**config.mk**
```make
export PLATFORM = sky130hd
export DESIGN_NAME = tmvp_operand_loader
export DESIGN_NICKNAME = d
export VERILOG_FILES = /design/src/rtl/tmvp_operand_loader.sv
export SDC_FILE = /design/constraint.sdc
export NUM_CORES = 1
export LEC_CHECK = 0
export CORE_MARGIN = 3
export CORE_UTILIZATION = 40
export CTS_CLUSTER_DIAMETER = 100
export CTS_CLUSTER_SIZE = 24
export DETAILED_ROUTE_END_ITERATION = 10
export GPL_ROUTABILITY_DRIVEN = 0
export PLACE_DENSITY = 0.63
export SYNTH_ARGS = -nofsm -noshare
export SYNTH_HDL_FRONTEND = slang
export SYNTH_SLANG_ARGS = --single-unit
```
**constraint.sdc**
```tcl
create_clock -name clk -period 7.95 [get_ports clk]
set_clock_uncertainty 0.1 [all_clocks]
set_input_delay 1.9875 -clock clk [delete_from_list [all_inputs] [get_ports clk]]
set_output_delay 1.9875 -clock clk [all_outputs]
set_load 0.01 [all_outputs]
```
**src/rtl/tmvp_operand_loader.sv**
```systemverilog
// Operand loader for the Toeplitz matrix-vector core: streams row/col/vec banks in
// over AXI-Stream, serves registered read ports and sequences the core start handshake.
module tmvp_operand_loader #(
  parameter int N          = 32,
  parameter int DATA_WIDTH = 4,
  localparam int AW        = $clog2(N)
) (
  input  logic                  clk,
  input  logic                  reset,
  input  logic [DATA_WIDTH-1:0] s_axis_tdata,
  input  logic                  s_axis_tvalid,
  input  logic                  s_axis_tlast,
  output logic                  s_axis_tready,
  input  logic [AW-1:0]         address_1,
  input  logic                  address_1_isRow,
  input  logic [AW-1:0]         address_2,
  input  logic                  address_2_isRow,
  input  logic                  address_row_valid,
  input  logic [AW-1:0]         address_vec_1,
  input  logic [AW-1:0]         address_vec_2,
  input  logic                  address_vec_valid,
  output logic [DATA_WIDTH-1:0] data_row_data_1,
  output logic [DATA_WIDTH-1:0] data_row_data_2,
  output logic                  data_row_valid,
  output logic [DATA_WIDTH-1:0] data_vec_data_1,
  output logic [DATA_WIDTH-1:0] data_vec_data_2,
  output logic                  data_vec_valid,
  output logic                  tmvp_start,
  input  logic                  tmvp_ready,
  output logic                  busy,
  output logic                  load_error
);

  typedef enum logic [2:0] {LOAD_ROW, LOAD_COL, LOAD_VEC, ARM, RUN} state_t;

  state_t          state_q, state_d;
  logic [AW-1:0]   cnt_q, cnt_d;
  logic            seen_busy_q, seen_busy_d;
  logic            tready_q, tready_d;
  logic            busy_q, busy_d;
  logic            start_q, start_d;
  logic            err_q, err_d;

  logic [DATA_WIDTH-1:0] row_mem [N];
  logic [DATA_WIDTH-1:0] col_mem [N];
  logic [DATA_WIDTH-1:0] vec_mem [N];

  logic [DATA_WIDTH-1:0] rd_row1_q, rd_row2_q, rd_vec1_q, rd_vec2_q;
  logic                  rd_row_valid_q, rd_vec_valid_q;

  logic accept;
  logic bank_last;
  logic set_last;

  // tready is registered, so an accept always happens in a LOAD state
  assign accept    = s_axis_tvalid && tready_q;
  assign bank_last = (cnt_q == AW'(N - 1));
  assign set_last  = (state_q == LOAD_VEC) && bank_last;

  always_ff @(posedge clk) begin
    if (!reset) begin
      state_q     <= LOAD_ROW;
      cnt_q       <= '0;
      seen_busy_q <= 1'b0;
      tready_q    <= 1'b0;
      busy_q      <= 1'b0;
      start_q     <= 1'b0;
      err_q       <= 1'b0;
    end else begin
      state_q     <= state_d;
      cnt_q       <= cnt_d;
      seen_busy_q <= seen_busy_d;
      tready_q    <= tready_d;
      busy_q      <= busy_d;
      start_q     <= start_d;
      err_q       <= err_d;
    end
  end

  always_comb begin
    state_d     = state_q;
    cnt_d       = cnt_q;
    seen_busy_d = seen_busy_q;
    case (state_q)
      LOAD_ROW, LOAD_COL, LOAD_VEC: begin
        if (accept) begin
          if (s_axis_tlast != set_last) begin
            state_d = LOAD_ROW;
            cnt_d   = '0;
          end else if (bank_last) begin
            cnt_d = '0;
            case (state_q)
              LOAD_ROW: state_d = LOAD_COL;
              LOAD_COL: state_d = LOAD_VEC;
              default:  state_d = ARM;
            endcase
          end else begin
            cnt_d = cnt_q + 1'b1;
          end
        end
      end
      ARM: begin
        if (tmvp_ready) state_d = RUN;
      end
      RUN: begin
        // core must be seen busy before its ready is taken as completion
        if (!tmvp_ready) begin
          seen_busy_d = 1'b1;
        end else if (seen_busy_q) begin
          seen_busy_d = 1'b0;
          state_d     = LOAD_ROW;
        end
      end
      default: state_d = LOAD_ROW;
    endcase
  end

  always_comb begin
    tready_d = (state_d == LOAD_ROW) || (state_d == LOAD_COL) || (state_d == LOAD_VEC);
    busy_d   = (state_d == ARM) || (state_d == RUN);
    start_d  = (state_q == ARM) && tmvp_ready;
    err_d    = accept && (s_axis_tlast != set_last);
  end

  always_ff @(posedge clk) begin
    if (reset && accept) begin
      case (state_q)
        LOAD_ROW: row_mem[cnt_q] <= s_axis_tdata;
        LOAD_COL: col_mem[cnt_q] <= s_axis_tdata;
        LOAD_VEC: vec_mem[cnt_q] <= s_axis_tdata;
        default: ;
      endcase
    end
  end

  always_ff @(posedge clk) begin
    if (!reset) begin
      rd_row1_q      <= '0;
      rd_row2_q      <= '0;
      rd_vec1_q      <= '0;
      rd_vec2_q      <= '0;
      rd_row_valid_q <= 1'b0;
      rd_vec_valid_q <= 1'b0;
    end else begin
      rd_row1_q      <= address_1_isRow ? row_mem[address_1] : col_mem[address_1];
      rd_row2_q      <= address_2_isRow ? row_mem[address_2] : col_mem[address_2];
      rd_vec1_q      <= vec_mem[address_vec_1];
      rd_vec2_q      <= vec_mem[address_vec_2];
      rd_row_valid_q <= address_row_valid;
      rd_vec_valid_q <= address_vec_valid || address_row_valid;
    end
  end

  assign s_axis_tready   = tready_q;
  assign busy            = busy_q;
  assign tmvp_start      = start_q;
  assign load_error      = err_q;
  assign data_row_data_1 = rd_row1_q;
  assign data_row_data_2 = rd_row2_q;
  assign data_row_valid  = rd_row_valid_q;
  assign data_vec_data_1 = rd_vec1_q;
  assign data_vec_data_2 = rd_vec2_q;
  assign data_vec_valid  = rd_vec_valid_q;

endmodule

```
## Word level (Yosys, flattened, before mapping)

Memory sizes are Yosys's and may differ from the RTL's. A register that Yosys moved wholly into a read port is not among the register bits.
Index checks and enable logic that the tools add are counted.

| storage, ports and cells | value |
|---|---|
| register bits after elaboration | 23 |
| memory bits (writable) | 384 |
| bits of input ports | 33 |
| output and inout port bits | 22 |
| memories kept | 3 |

| operators by class | value |
|---|---|
| add/subtract/negate cells | 1 |
| equality and inequality tests | 10 |
| mux-type cells | 22 |
| reduce and logical (&&, ||, !) cells | 15 |

Memory list:

| memory | depth | bits a word | read ports | clocked after memory_dff | wr ports | line | RTL |
|---|---|---|---|---|---|---|---|
| col_mem | 32 | 4 | 2 | 0 | 1 | 45 | `logic [DATA_WIDTH-1:0] col_mem [N];` |
| row_mem | 32 | 4 | 2 | 0 | 1 | 44 | `logic [DATA_WIDTH-1:0] row_mem [N];` |
| vec_mem | 32 | 4 | 2 | 2 | 1 | 46 | `logic [DATA_WIDTH-1:0] vec_mem [N];` |

Operators with widths:

| cell | count |
|---|---|
| $mux W3 | 6 |
| $eq A3 B2 Y1 const B | 4 |
| $mux W1 | 10 |
| $mux W5 | 2 |
| $pmux W3 S3 | 1 |
| $mux W4 | 2 |
| $eq A3 B1 Y1 const B | 2 |
| $eq A3 B3 Y1 const B | 2 |
| $logic_not A3 Y1 | 2 |
| $add A5 B1 Y5 const B | 1 |
| $eq A5 B5 Y1 const B | 1 |
| $logic_and A1 B1 Y1 | 5 |
| $logic_or A1 B1 Y1 | 4 |
| $pmux W2 S2 | 1 |
| $reduce_or A3 Y1 | 1 |
| $logic_not A1 Y1 | 2 |
| $reduce_and A2 Y1 | 1 |
| $ne A1 B1 Y1 | 1 |

## Longest topological paths before layout

| depth | value |
|---|---|
| depth in word-level cells | 9 |
| gate-level depth with buffers | 9 |
| gate-level depth less buffers | 8 |

## Worst setup path after synthesis

OpenSTA, ideal clock, no wires.

| timing | value |
|---|---|
| path type | input-to-reg |
| from | in reset |
| to | mem vec_mem[11][0], enable pin |
| arrival | 3458 ps |
| setup slack | 4015 ps |
| cell stages on the path | 6 |
| path through | clkbuf_1 -> nand3_1 -> or3_1 -> clkbuf_1 -> clkbuf_1 -> nor4_1 |

| on the way | value |
|---|---|
| cells in the longest elaborated chain, start to end | 3 |

Ends and longest elaborated chain:

| what | line | RTL |
|---|---|---|
| start: declaration | 9 | `input logic reset,` |
| $logic_and A1 B1 Y1 | 126 | `if (reset && accept) begin` |
| $mux W1 | 126 |  |
| $mux W1 (implied by the code) | 130 | `LOAD_VEC: vec_mem[cnt_q] <= s_axis_tdata;` |
| end: declaration | 46 |  |

No other way between the ends.

## Worst setup path in the final report

| timing | value |
|---|---|
| from | in reset |
| to | mem vec_mem[11][3], enable pin |

The elaborated chain is that of the path after synthesis.

==> impl_metrics.json <==
{
  "die_h_um": 227,
  "cts_tree": "built",
  "clock_sink_count": 415,
  "drc": 0,
  "cp_data_arrival_time_ps": 4320,
  "cts_made_buffers": 21,
  "routedWlPerCell_um": 29.1,
  "max_stage_delay_ps": 810,
  "drt_first_pass_iters": 6,
  "crit_required_ps": 8040,
  "n_antenna_cell": 0,
  "post-cts-setup-buffers": 0,
  "drt_iter0_markers": 1276,
  "coreArea_um2": 48000,
  "finalHoldViolCount": 0,
  "synth-async-reset-ratio": 0,
  "grt_overflow": 0,
  "layout-drive-gt1-share": 0.213,
  "port_buffers": 54,
  "critPathKind": "input port to register",
  "tns_ps": 0,
  "rows": 80,
  "drv_cap": 0,
  "fin_hold_ws_ps": 406,
  "crit_chain": "clkdlybuf4s50_1 > nand3_1 > or3_1 > buf_4 > nor4_1",
  "post-route-period-util": 0.532,
  "die_area_um2": 51600,
  "syn_inst": 1086,
  "vias": 10900,
  "rr_worst_depth": 2,
  "slowest_stage": "clkdlybuf4s50_1",
  "crit_fanout": 32,
  "p_leak_nw": 6.40,
  "synth_area_um2": 19600,
  "fmax_ghz": 0.236,
  "rrSetupSlack_ps": 5000,
  "ant_nets": 0,
  "ys.flop_type": "edfxtp_1",
  "fin_nets": 1134,
  "whs_endpoint": "seen_busy_q$_SDFFE_PN0N_",
  "cts_root_buf": "clkbuf_16",
  "via_per_inst": 6.34,
  "syn_avg_cell_area_um2": 18.0,
  "ioPinCount": 55,
  "slew_violations": 0,
  "path_clk_slew_ps": 100,
  "worstReg2RegEnd": "col_mem[5][1]$_DFFE_PP_",
  "rsz0062_at_grt": "no",
  "ir_drop_mv": 0.129,
  "r2r_start": "cnt_q[2]$_SDFFE_PN0P_",
  "dp_hpwl_um": 33200,
  "insertion_delay_ps": 550,
  "wirelength_um": 50200,
  "synthesis.nets": 1125,
  "hold_path.class": "register to register",
  "grt_pass1_wl_um": 74800,
  "setup_viol": 0,
  "worstMarginPinSlew_ps": 1150,
  "grt_use_total": 0.197,
  "clockBufferDepth": 3,
  "start_kind": "input port",
  "die-width_um": 227,
  "yosysWarnings": 0,
  "area_growth_pct": 7.78,
  "slew_headroom": 0.231,
  "yosysSeqAreaShare": 0.621,
  "antenna_found_initial": 0,
  "grt_pass1_vias": 11000,
  "synth_edf_count": 384,
  "cts_max_level": 1,
  "hold_depth": 2,
  "period_minus_slack_ps": 4230,
  "postCtsHoldBufs": 0,
  "power_density_nw_per_um2": 187,
  "post_cts_resized": 0,
  "start_util": 0.408,
  "ys_seq_elements": 415,
  "synth_cell_types": 46,
  "setup.worst_path.end_class": "register",
  "hp-start": "seen_busy_q$_SDFFE_PN0N_",
  "status": "finished, final reports clean",
  "grt_max_degree": 97
}
worst max-delay path: cells and delay by family:
| family | cells | cell delay, ps |
|---|---|---|
| and+or+nand+nor | 3 | 1250 |
| buffers and inverters | 2 | 1060 |
stage by stage:
stage / util / std cells / cell area, um2 / worst slack (ps) / total power [mW]
after floorplan: - / 1086 / 19600 / 4020 / 2.66
after global placement: 0.427 / 1687 / 20500 / 3140 / 2.79
after detailed placement: 0.427 / 1687 / 20500 / 3130 / 2.79
after CTS: 0.439 / 1725 / 21100 / 3730 / 3.97
after global routing: 0.439 / 1725 / 21100 / 3570 / 4.08
final: 0.439 / 1725 / 21100 / 3720 / 3.95
cell usage in the layout, fill, tap and decap left out, types with 22 or more instances in the layout:
master           count
nor3_1              39
mux4_1              24
mux4_2             181
nor2_1              84
nand3_1             22
clkdlybuf4s50_1     41
nand2_1             31
mux2i_1             33
edfxtp_1           384
dfxtp_1             31
where the power goes:
part | total [mW] | switching, mW | internal, mW | leakage, nW
sequential | 2.39 | 0.00476 | 2.39 | 3.71
clock | 1.20 | 0.691 | 0.513 | 0.291
combinational | 0.348 | 0.196 | 0.152 | 2.40
total | 3.95 | 0.891 | 3.05 | 6.40
worst max-delay path by stage:
stage,startpoint,cells after the start,endpoint
3_5_place_dp,reset,5,vec_mem[19][3]$_DFFE_PP_
3_3_place_gp,reset,5,vec_mem[16][3]$_DFFE_PP_
6_report,reset,5,vec_mem[11][3]$_DFFE_PP_
5_1_grt,reset,6,row_mem[11][1]$_DFFE_PP_
2_1_floorplan,reset,6,vec_mem[11][0]$_DFFE_PP_
4_1_cts,reset,6,row_mem[11][1]$_DFFE_PP_
flip-flops by register name, indices dropped and copies added (netlist names):
register and count:
col_mem 128, row_mem 128, vec_mem 128, cnt_q 5, data_row_data_1 4, data_row_data_2 4, data_vec_data_1 4, data_vec_data_2 4
state_q 3, busy 1, data_row_valid 1, data_vec_valid 1, load_error 1, s_axis_tready 1, seen_busy_q 1, tmvp_start 1
area by class of cell:
type	count	area (um2)
Clock buffer	36	582
Multi-Input combinational cell	585	6970
Timing Repair Buffer	68	591
Tap cell	615	769
Sequential cell	415	12200
Inverter	4	15.0
Fill cell	4165	26900
Clock inverter	2	28.8
synthesized netlist by cell type, types with 18 or more instances:
master | number | area [um2]
edfxtp_1 | 384 | 11500
mux4_2 | 181 | 4080
nor2_1 | 84 | 315
nor3_1 | 39 | 195
clkbuf_1 | 33 | 124
mux2i_1 | 33 | 330
dfxtp_1 | 31 | 621
nand2_1 | 31 | 116
mux4_1 | 24 | 631
nand3_1 | 22 | 110
buf_2 | 21 | 105
o21ai_0 | 21 | 105
nand2b_1 | 18 | 113
cell families after synthesis:
| kind of cell | Yosys count | synth area share |
|---|---|---|
| AND/OR/NAND/NOR | 243 | 0.0601 |
| flip-flops | 415 | 0.621 |
| XOR/XNOR | 2 | 0.000895 |
| adder cells (fa/ha/maj) | 6 | 0.00383 |
| AO/OA/AOI/OAI | 93 | 0.0321 |
| buffers and inverters | 86 | 0.0236 |
| multiplexers | 241 | 0.259 |
per-layer routing:
metal / vias up / global-route usage / part of all wire
li1: 4571 / - / -
met1: 5753 / 0.276 / 0.40
met2: 555 / 0.320 / 0.49
met5: - / 0 / 0
met3: 64 / 0.0342 / 0.083
met4: 0 / 0.0561 / 0.029
(Power assumes the default switching activity.)
